[src/rtl/regfile_write_arbiter.sv]
// Register file write-port owner: round-robin arbitration between the ALU
// writeback (A) and the load writeback (B), a one-cycle registered write
// stage, and a per-register pending scoreboard that decode uses for hazards.
module regfile_write_arbiter #(
  parameter int NUM_REGS = 16,
  parameter int ADDR_W   = 4,
  parameter int DATA_W   = 16
) (
  input  logic                clk,
  input  logic                rst,
  input  logic                A_Valid,
  input  logic [ADDR_W-1:0]   A_Reg,
  input  logic [DATA_W-1:0]   A_Data,
  output logic                A_Ready,
  input  logic                B_Valid,
  input  logic [ADDR_W-1:0]   B_Reg,
  input  logic [DATA_W-1:0]   B_Data,
  output logic                B_Ready,
  input  logic                Reserve_Valid,
  input  logic [ADDR_W-1:0]   Reserve_Reg,
  output logic                Reserve_Ready,
  output logic [NUM_REGS-1:0] Pending,
  output logic                RegWrite,
  output logic [ADDR_W-1:0]   Write_Reg,
  output logic [DATA_W-1:0]   Write_Data
);

  // Round-robin pointer: names the side that wins when both requesters are valid.
  typedef enum logic {
    PTR_A = 1'b0,
    PTR_B = 1'b1
  } ptr_e;

  ptr_e                ptr_q, ptr_d;
  logic                wr_en_q, wr_en_d;
  logic [ADDR_W-1:0]   wr_reg_q, wr_reg_d;
  logic [DATA_W-1:0]   wr_data_q, wr_data_d;
  logic [NUM_REGS-1:0] pend_q, pend_d;
  logic                grant_a, grant_b;
  logic                rsv_ok;

  // Grant selection, pointer update and write-stage next state.
  always_comb begin
    grant_a   = A_Valid && (!B_Valid || (ptr_q == PTR_A));
    grant_b   = B_Valid && (!A_Valid || (ptr_q == PTR_B));
    ptr_d     = ptr_q;
    wr_en_d   = 1'b0;
    wr_reg_d  = wr_reg_q;
    wr_data_d = wr_data_q;
    if (grant_a) begin
      ptr_d     = PTR_B;
      wr_en_d   = 1'b1;
      wr_reg_d  = A_Reg;
      wr_data_d = A_Data;
    end else if (grant_b) begin
      ptr_d     = PTR_A;
      wr_en_d   = 1'b1;
      wr_reg_d  = B_Reg;
      wr_data_d = B_Data;
    end
  end

  // Scoreboard: clear on the write in flight, then set on an accepted reserve
  // so that a same-register reserve and clear leaves the bit set.
  always_comb begin
    rsv_ok = !pend_q[Reserve_Reg] || (wr_en_q && (wr_reg_q == Reserve_Reg));
    pend_d = pend_q;
    if (wr_en_q) begin
      pend_d[wr_reg_q] = 1'b0;
    end
    if (Reserve_Valid && rsv_ok) begin
      pend_d[Reserve_Reg] = 1'b1;
    end
  end

  // State registers; reset drops any in-flight write immediately.
  always_ff @(posedge clk or posedge rst) begin
    if (rst) begin
      ptr_q     <= PTR_A;
      wr_en_q   <= 1'b0;
      wr_reg_q  <= '0;
      wr_data_q <= '0;
      pend_q    <= '0;
    end else begin
      ptr_q     <= ptr_d;
      wr_en_q   <= wr_en_d;
      wr_reg_q  <= wr_reg_d;
      wr_data_q <= wr_data_d;
      pend_q    <= pend_d;
    end
  end

  assign A_Ready       = grant_a;
  assign B_Ready       = grant_b;
  assign Reserve_Ready = rsv_ok;
  assign Pending       = pend_q;
  assign RegWrite      = wr_en_q;
  assign Write_Reg     = wr_reg_q;
  assign Write_Data    = wr_data_q;

endmodule

[config.mk]
export PLATFORM = sky130hd
export DESIGN_NAME = regfile_write_arbiter
export DESIGN_NICKNAME = d
export VERILOG_FILES = /design/src/rtl/regfile_write_arbiter.sv
export SDC_FILE = /design/constraint.sdc
export NUM_CORES = 1
export LEC_CHECK = 0
export BUFFER_PORTS_ARGS = -buffer_cell sky130_fd_sc_hd__buf_2
export CORE_ASPECT_RATIO = 0.6
export CORE_MARGIN = 1.5
export CORE_UTILIZATION = 30
export DETAILED_ROUTE_END_ITERATION = 16
export HOLD_SLACK_MARGIN = 0.06
export PLACE_DENSITY_LB_ADDON = 0.12
export SLEW_MARGIN = 15
export SYNTH_ARGS = -nofsm -noshare
export SYNTH_HDL_FRONTEND = slang
export SYNTH_SLANG_ARGS = --single-unit
[constraint.sdc]
create_clock -name clk -period 4.5 [get_ports clk]
set_input_delay 0 -clock clk [delete_from_list [all_inputs] [get_ports clk]]
set_output_delay 0 -clock clk [all_outputs]
set_load 0.01 [all_outputs]
==> summary.md, run 1 <==
| Metric | Value |
|---|---|
| P per Cell Area | 442.8 mW/mm2 |
| CTS max path bufs | 2 |
| R2r setup slk | 2.20 ns |
| FF+latch count, synth | 38 |
| EDFF count, synth | 0 |
| Worst-skew pair later-pin latency | 0.28 ns |
| GRT overflow | 0 |
| Fin. max-slew vios | 0 |
| Hold WC Path Type | input port to register |
| DRT antenna net count | 0 |
| Crit Reg-Reg Endpoint | Write_Reg[0] |
| Dpl hpwl | 4925 um |
| Hold endpoint | Write_Reg[2] |
| Detailed-route DRC error count | 0 |
| Critical path class | register to register |
| Tot GR Track Use | 18.28% |
| VDD IR max | around 0.00019 V |
| Core Area | just over 0.007 mm2 |
| Clk slew on worst S/H paths | roughly 0.060 ns |
| Vias in the first global route | 2171 |
| Final #Nets | 405 |
| First-pass GRT wire length | 11150 um |
| Hold slack | 0.06359 ns |
| Total CTS buffers | 5 |
| YS warnings | 0 |
| Hold path depth | 3 |
| Worst Path Required | 4.65 ns |
| I/O Buffers | 88 |
| Placed cell count | 407 |
| Pre-antenna DRT Iters | 4 |
| CTS tree | built |
| Final Cycle Share | roughly 51% |
| Fin cells | 448 |
| Chip width | 113.9 um |
| RSZ-0062 raised after global routing | false |
| Worst R2R Path Depth | 5 |
| Total power | 1.411 mW |
| Total wire length | 6870 um |
| Post-synthesis sequential area ratio | 42.99% |
| Worst Max-Slew Pin Slew | 0.8922 ns |
| Fmax | ~430 MHz |
| # diodes | 0 |
| Worst-path maximum fanout | 21 |
| Timing startpoint of the critical path | ptr_q |
| Run status | complete, no violations |
| Largest net degree at the start of global routing | 52 |
| Fin crit period | 2.303 ns |
| Clk root buf | clkbuf_16 |
| Post-CTS sizing | 0 |
| Max_cap viols | 0 |
| Setup crit end kind | register |
| Most frequent cells in the layout | 88 x buf_2, 38 x dfrtp_1, 33 x dlygate4sd3_1 |
| H-tree depth | 2 |
| Cell variety after synth | 32 |
| Die H | 69.52 um |
| Syn_area_per_cell | 9.141 um2 |
| Final setup fails | 0 |
| Share of layout cells above drive strength 1 | between 30% and 40% |
| Worst setup SP type | register |
| Std-Cell Rows | 24 |
| Setup_tns | 0 ns |
| Vias per cell | 4.958 |
| Mapped Area | 0.002212 mm2 |
| Async SR Flop Fraction | 100.0% |
| Initial Utilization | 30.69% |
| I/O pin count | 89 |
| Syn nets | 291 |
| Initial antenna violation count | 0 |
| Area grow syn2layout | 44.00% |
| Primary FF master, synth | dfrtp_1 |
| Fin. Hold Viols | 0 |
| Max-slew headroom | 40.38% |
| Worst R2R Start | ptr_q |
| Critical path arrival | between 2 and 2.5 ns |
| Post-Syn Instances | 242 |
| Clock skew | ~0.0069 ns |
| Vias | between 2000 and 2500 |
| WL/cell | 15.33 um |
| CTS Sinks | 38 |
| GPL Wtd Cong | 0.8298 |
| Min-delay src | B_Reg[2] |
| Die ar. | 0.007915 mm2 |
| Most common cell after layout, fill and taps aside | buf_2 |
| Iter 0 DRT Violations | 120 |
| Lkg Pwr | 1.458 nW |
## worst max-delay path, stage by stage (launching register included)
cell and delay [ns]:
dfrtp_1 0.39, nand2b_1 0.16, nand2_1 0.70, mux2i_1 0.25
o21ai_0 0.10, dlygate4sd3_1 0.58
## cell usage after synthesis (all sizes together), types with 4 or more instances
cell    count  area (um2)
mux2i       5       50.05
nand3       6       30.03
nand2b      5       31.28
buf         4       28.78
nor2b       4       25.02
nand2       9       33.78
o22ai      18       112.6
a21oi      16       80.08
nor2       20       75.07
a211oi      4       30.03
clkbuf     11       41.29
inv        25       93.84
a31oi      16       100.1
o21ai      37       185.2
dfrtp      38       950.9
## area by class of cell
cell class,count,area (um2)
fill,753,4021
multi-input combinational,164,1097
sequential,38,950.9
timing repair buffer,122,778.2
clock buffer,6,138.9
tap,91,113.9
inverter,25,93.84
clock inverter,2,12.51
## report_power, final
part           internal [mW]  switching [mW]
clock                  0.219           0.134
sequential             0.440          0.0966
combinational          0.240           0.281
## per-layer routing
layer | routed length (um) | global-route usage, %
met1 | 3650 | 29.42
met2 | 2806 | 25.30
met5 | 0 | 0
met4 | 23 | 2.917
met3 | 390 | 3.671
## stage by stage
step | utilization [%] | setup slack [ns] | cell area (um2)
after floorplan | - | 3.003 | 2212
after global placement | 37.52 | 2.599 | 2704
after detailed placement | 37.52 | 2.555 | 2704
after CTS | 44.20 | 2.250 | 3186
after global routing | 44.20 | 2.050 | 3186
final | 44.20 | 2.197 | 3186
## kinds of logic after synthesis
family / synth area share (%)
AOI/OAI and AO/OA: 29.36
and+or+nand+nor: 12.22
buffers and inverters: 7.410
DFF: 42.99
muxes: 5.826
xor gates and xnor gates: 2.206
## repair_timing
item                      CTS  global route
hold endpoints to repair   58             0
buffers inserted            0             0
hold buffers               33             0
## how the worst max path moves through the flow
stage	endpoint	slack [ns]
final	Write_Reg[0]	2.20
after global routing	Write_Reg[0]	2.05
after CTS	Write_Reg[0]	2.25
after detailed placement	Write_Reg[2]	2.56
after global placement	Write_Reg[2]	2.60
after floorplan	Pending[15]	3.00
## flip-flops by register name, summed over array words and instances (netlist names)
signal,count
Pending,16
RegWrite,1
Write_Data,16
Write_Reg,4
ptr_q,1
(Power assumes the default switching activity.)
==> inputs of run 2 (changes only) <==
- clock period: 4.5 -> 2.35 ns (I/O delays scaled with it)
==> summary.md, run 2 (synthesis results as in run 1) <==
| Metric | Value |
|---|---|
| Clock skew | 0.004538 ns (-0.002334 ns) |
| Final Cycle Share | 85.14% (+34 points) |
| Iter 0 DRT Violations | 136 (+13%) |
| Hold path depth | 3 (unchanged) |
| Core Area | 0.007207 mm2 (unchanged) |
| Run status | complete, no violations |
| Worst Path Required | 2.57 ns (-2.08 ns) |
| Critical path class | register to register |
| GRT met3 Usage | 3.584% (-0.087 points) |
| Most frequent cells in the layout | 88 x buf_2, 39 x dlygate4sd3_1, 38 x dfrtp_1 |
| Post-CTS sizing | 0 (unchanged) |
| GPL Wtd Cong | 0.8036 (-3.2%) |
| Dpl hpwl | 5033 um (+2.2%) |
| Hold WC Path Type | input port to register |
| Initial Utilization | 30.69% (unchanged) |
| Postcts setup bufs | 0 (unchanged) |
| Final setup fails | 0 (unchanged) |
| Vias in the first global route | 2202 (+1.4%) |
| Largest net degree at the start of global routing | 50 (-3.8%) |
| R2r setup slk | 0.35 ns (-1.85 ns) |
| Worst-path maximum fanout | 17 (-19%) |
| Detailed-route DRC error count | 0 (unchanged) |
| Sequential power share | 34.6% (-3.4 points) |
| Vias per cell | 5.013 (+1.1%) |
| Worst Max-Slew Pin Slew | 0.6004 ns (-0.2918 ns) |
| Fin. max-slew vios | 0 (unchanged) |
| Tot GR Track Use | 18.75% (+0.47 points) |
| Sw Share | 34.24% (-2.0 points) |
| CTS max path bufs | 2 (unchanged) |
| Chip width | 113.9 um (unchanged) |
| I/O Buffers | 88 (unchanged) |
| Most common cell after layout, fill and taps aside | buf_2 |
| Pre-antenna DRT Iters | 4 (unchanged) |
| # diodes | 0 (unchanged) |
| Worst R2R Path Depth | 6 (+1) |
| Total CTS buffers | 5 (unchanged) |
| Placed cell count | 409 (+0.49%) |
| Setup_tns | 0 ns (unchanged) |
| P per Cell Area | 888.0 mW/mm2 (+100%) |
| Pint | 1.929 mW (+110%) |
| Hold slack | 0.06992 ns (+0.006337 ns) |
| First-pass GRT wire length | 11450 um (+2.7%) |
| Std-Cell Rows | 24 (unchanged) |
| Post-DP Area | 0.002719 mm2 (+0.56%) |
| M2 GR Usage | 26.10% (+0.80 points) |
| RSZ-0062 raised after global routing | false |
| Sw power | 1.004 mW (+96%) |
| Area grow syn2layout | 49.32% |
| Setup crit end kind | register |
| GRT busiest layer | met1 |
| CTS Sinks | 38 (unchanged) |
| Die ar. | 0.007915 mm2 (unchanged) |
| GRT overflow | 0 (unchanged) |
| Fill count | 725 (-3.7%) |
| Clk network pwr share | 30.5% (+5.5 points) |
| Vias | 2286 (+2.9%) |
| Critical path arrival | 2.22 ns (-0.24 ns) |
| CTS tree | built |
| Final #Nets | 413 (+2.0%) |
| Worst setup SP type | register |
| Fin crit period | 2.001 ns (-0.3022 ns) |
| Max-slew headroom | 59.89% (+20 points) |
| Design Area, Final | 0.003303 mm2 (+3.7%) |
| Logic pwr share | 34.9% (-2.0 points) |
| Clk slew on worst S/H paths | 0.06 ns (about the same) |
| Met1 Use GR | 29.92% (+0.50 points) |
| Initial antenna violation count | 0 (unchanged) |
| Die H | 69.52 um (unchanged) |
| H-tree depth | 2 (unchanged) |
| Fin. Hold Viols | 0 (unchanged) |
| Fin util | 45.83% (+1.6 points) |
| Max_cap viols | 0 (unchanged) |
| Share of layout cells above drive strength 1 | 31.78% (-0.15 points) |
| DRT antenna net count | 0 (unchanged) |
| Total wire length | 7056 um (+2.7%) |
| Worst-skew pair later-pin latency | 0.28 ns (about the same) |
| Fmax | 499.8 MHz (+15%) |
| Lkg Pwr | 1.513 nW (+3.8%) |
| VDD IR max | 0.0004063 V (+120%) |
| Fin cells | 456 (+1.8%) |
| I/O pin count | 89 (unchanged) |
| WL/cell | 15.47 um (+0.91%) |
| Clk root buf | clkbuf_16 |
## run 2: cell count changes in the layout (fill, tap and decap cells not counted), sizes merged
cell	delta
dlygate4sd3	+6
buf	+2
bufinv	+2
clkbuf	-1
clkinvlp	-1
## run 2: timing repair
item	in CTS	in global routing
hold endpoints to repair	59	0
hold buffers	39	0
setup endpoints to repair	0	0
## run 2: routing by layer
metal / wire length (um) / vias to the layer above
li1: - / 1115
met1: 3750 / 1088
met2: 2867 / 77
met3: 383 / 6
met4: 55 / 0
met5: 0 / -
## run 2: power by group through the flow
stage | clock network (mW) | registers (mW) | logic, mW
3_5_place_dp | 0 | 1.03 | 0.935
2_1_floorplan | 0 | 1.08 | 0.487
5_1_grt | 0.945 | 1.05 | 1.14
3_3_place_gp | 0 | 1.03 | 0.928
6_report | 0.894 | 1.01 | 1.02
4_1_cts | 0.910 | 1.01 | 1.02
## run 2: worst paths after layout
| path | startpoint | to |
|---|---|---|
| setup reg to reg | ptr_q | Write_Data[14] |
| setup / recovery | ptr_q | Write_Data[14] |
| hold reg to reg | Pending[3] | Pending[3] |
| hold / removal | B_Data[6] | Write_Data[6] |
| max in group asynchronous | rst | Write_Reg[2] |
| min in group asynchronous | rst | Write_Data[4] |
## run 2: worst max-delay path, stage by stage (launching register included)
cell,delay (ns)
dfrtp_1,0.38
nand2b_1,0.16
nand2_1,0.25
buf_4,0.30
o22ai_1,0.11
a31oi_1,0.17
dlygate4sd3_1,0.57
## run 2: final cells by class
type	instances	area [um2]	share of cell area, %
timing repair buffer	130	853.3	25.83
clock buffer	5	125.1	3.788
inverter	25	93.84	2.841
tap	91	113.9	3.447
clock inverter	3	68.82	2.083
multi-input combinational	164	1097	33.22
sequential	38	950.9	28.79
## run 2: stage by stage
stage	power [mW]	worst slack [ns]
after global placement	1.956	0.7320
final	2.933	0.3492
after global routing	3.132	0.2195
after detailed placement	1.960	0.6725
after CTS	2.947	0.3905
after floorplan	1.562	0.8527
==> inputs of run 3 (changes only) <==
- PLACE_DENSITY_LB_ADDON: 0.12 -> default
- RECOVER_POWER: default -> 50
==> summary.md, run 3 (synthesis results as in run 1) <==
| Metric | Value |
|---|---|
| First-pass GRT wire length | 11590 um (+1.2%) |
| Fin crit period | 2.053 ns (+0.05179 ns) |
| Clock skew | 0.004047 ns (-0.0004910 ns) |
| Final Cycle Share | 87.34% (+2.2 points) |
| Fin. max-slew vios | 0 (unchanged) |
| Final #Nets | 408 (-1.2%) |
| # diodes | 0 (unchanged) |
| I/O pin count | 89 (unchanged) |
| Hold WC Path Type | input port to register |
| Max-slew headroom | 33.35% (-27 points) |
| Total wire length | 7177 um (+1.7%) |
| Hold path depth | 3 (unchanged) |
| Worst Max-Slew Pin Slew | 0.9997 ns (+0.3994 ns) |
| Area grow syn2layout | 44.06% |
| CTS Sinks | 38 (unchanged) |
| Final setup fails | 0 (unchanged) |
| CP most frequent cell | dlygate4sd3_1 |
| Critical path arrival | 2.27 ns (+0.05 ns) |
| DRT antenna net count | 0 (unchanged) |
| GPL Wtd Cong | 0.9143 (+14%) |
| Tot GR Track Use | 18.65% (-0.098 points) |
| Detailed-route DRC error count | 0 (unchanged) |
| WL/cell | 15.91 um (+2.8%) |
| Die ar. | 0.007915 mm2 (unchanged) |
| VDD IR max | 0.0002821 V (-31%) |
| Run status | complete, no violations |
| Share of layout cells above drive strength 1 | 24.17% (-7.6 points) |
| Buf/Inv on CP | 4 (+2) |
| Fin. Hold Viols | 0 (unchanged) |
| Lkg Pwr | 1.401 nW (-7.4%) |
| RSZ-0062 raised after global routing | false |
| Fmax | 487.2 MHz (-2.5%) |
| Fin cells | 451 (-1.1%) |
| Initial Utilization | 30.69% (unchanged) |
| Cell family with most CP delay | buffers and inverters |
| Vias | 2285 (-0.044%) |
| Iter 0 DRT Violations | 148 (+8.8%) |
| Postcts setup bufs | 0 (unchanged) |
| CP Cell Sequence | dlygate4sd3_1 > clkbuf_1 > buf_4 > nor2_1 > a21oi_1 > o22ai_1 > a31oi_1 > dlygate4sd3_1 |
| Die H | 69.52 um (unchanged) |
| Placed cell count | 409 (unchanged) |
| Worst setup SP type | input port |
| Worst-skew pair later-pin latency | 0.28 ns (about the same) |
| Total CTS buffers | 5 (unchanged) |
| Dpl hpwl | 5038 um (+0.10%) |
| Worst R2R Path Depth | 6 (unchanged) |
| Most frequent cells in the layout | 59 x buf_2, 38 x dfrtp_1, 34 x dlygate4sd3_1 |
| Max_cap viols | 0 (unchanged) |
| Chip width | 113.9 um (unchanged) |
| Vias in the first global route | 2299 (+4.4%) |
| Core Area | 0.007207 mm2 (unchanged) |
| Worst-path maximum fanout | 48 (+31) |
| Clk slew on worst S/H paths | 0.06 ns (about the same) |
| Slowest cell on the critical path | dlygate4sd3_1 |
| Levels on crit path | 8 (+2) |
| Multi-input gate area | 0.001097 mm2 (unchanged) |
| Max incr delay on CP | 0.58 ns (about the same) |
| Most common cell after layout, fill and taps aside | buf_2 |
| P per Cell Area | 857.8 mW/mm2 (-3.4%) |
| Setup_tns | 0 ns (unchanged) |
| CTS tree | built |
| Initial antenna violation count | 0 (unchanged) |
| Fill count | 730 (+0.69%) |
| Worst Path Required | 2.56 ns (about the same) |
| Std-Cell Rows | 24 (unchanged) |
| GRT overflow | 0 (unchanged) |
| Clk root buf | clkbuf_16 |
| CTS max path bufs | 2 (unchanged) |
| Vias per cell | 5.067 (+1.1%) |
| Pre-antenna DRT Iters | 4 (unchanged) |
| I/O Buffers | 88 (unchanged) |
| Seq. cell area | 950.9 um2 (unchanged) |
| Critical path class | input port to register |
| H-tree depth | 2 (unchanged) |
| Setup crit end kind | register |
| Largest net degree at the start of global routing | 49 (-2.0%) |
==> run 3: cell types whose count changed in the layout (fill, tap and decap cells not counted), moves of 2 or more <==
cell,change
dlygate4sd3_1,-5
clkbuf_8,+3
buf_2,-29
bufinv_16,-2
clkbuf_1,+29
==> run 3: path summary, 6_finish.rpt <==
check,to,slack (ns),from
hold / removal,Write_Data[11],0.06,B_Data[11]
setup / recovery,Write_Data[6],0.30,A_Valid
setup reg to reg,Write_Data[6],0.35,ptr_q
max in group asynchronous,Write_Data[1],1.16,rst
min in group asynchronous,Write_Data[11],0.58,rst
hold reg to reg,Pending[3],0.55,Pending[3]
==> run 3: per-stage QoR <==
| stage | setup WS [ns] | total power, mW | instance area, um2 | hold slack [ns] | utilization [%] |
|---|---|---|---|---|---|
| after global routing | 0.2087 | 2.890 | 3187 | 0.06898 | 44.22 |
| final | 0.2974 | 2.734 | 3187 | 0.05677 | 44.22 |
| after floorplan | 0.8527 | 1.562 | 2212 | 0.1168 | - |
| after global placement | 0.7522 | 1.937 | 2719 | 0.1555 | 37.73 |
| after detailed placement | 0.6878 | 1.954 | 2719 | 0.1537 | 37.73 |
| after CTS | 0.4207 | 2.760 | 3216 | 0.06366 | 44.62 |
==> run 3: what timing repair did <==
action                                  CTS  global route
endpoints found under the hold margin    60             1
resized for setup                         0             0
endpoints found under the setup margin    0             0
hold buffers                             33             1
==> run 3: cell type report <==
| class | count | area share [%] |
|---|---|---|
| multi-input cells | 164 | 34.43 |
| flip-flops and latches | 38 | 29.84 |
| repair buffers | 125 | 23.99 |
| clock buffers | 8 | 5.222 |
| well taps | 91 | 3.573 |
| inverters | 25 | 2.945 |
==> run 3: worst register-to-register path, stage by stage, from the launching register on <==
cell           delay, ns
dfrtp_1             0.39
nand2b_1            0.15
nand2_1             0.22
buf_4               0.29
o22ai_1             0.12
a31oi_1             0.18
dlygate4sd3_1       0.58
==> run 3: layer usage <==
metal	track usage, %	wire length [um]
met1	27.57	3418
met2	27.78	3123
met4	4.167	101
met3	4.196	534
met5	0	0
==> run 3: power by group <==
group	leakage (nW)	total (mW)	switching, mW	internal (mW)
Sequential	0.449	1.02	0.182	0.843
Clock	0.0832	0.743	0.262	0.480
Combinational	0.869	0.967	0.544	0.423
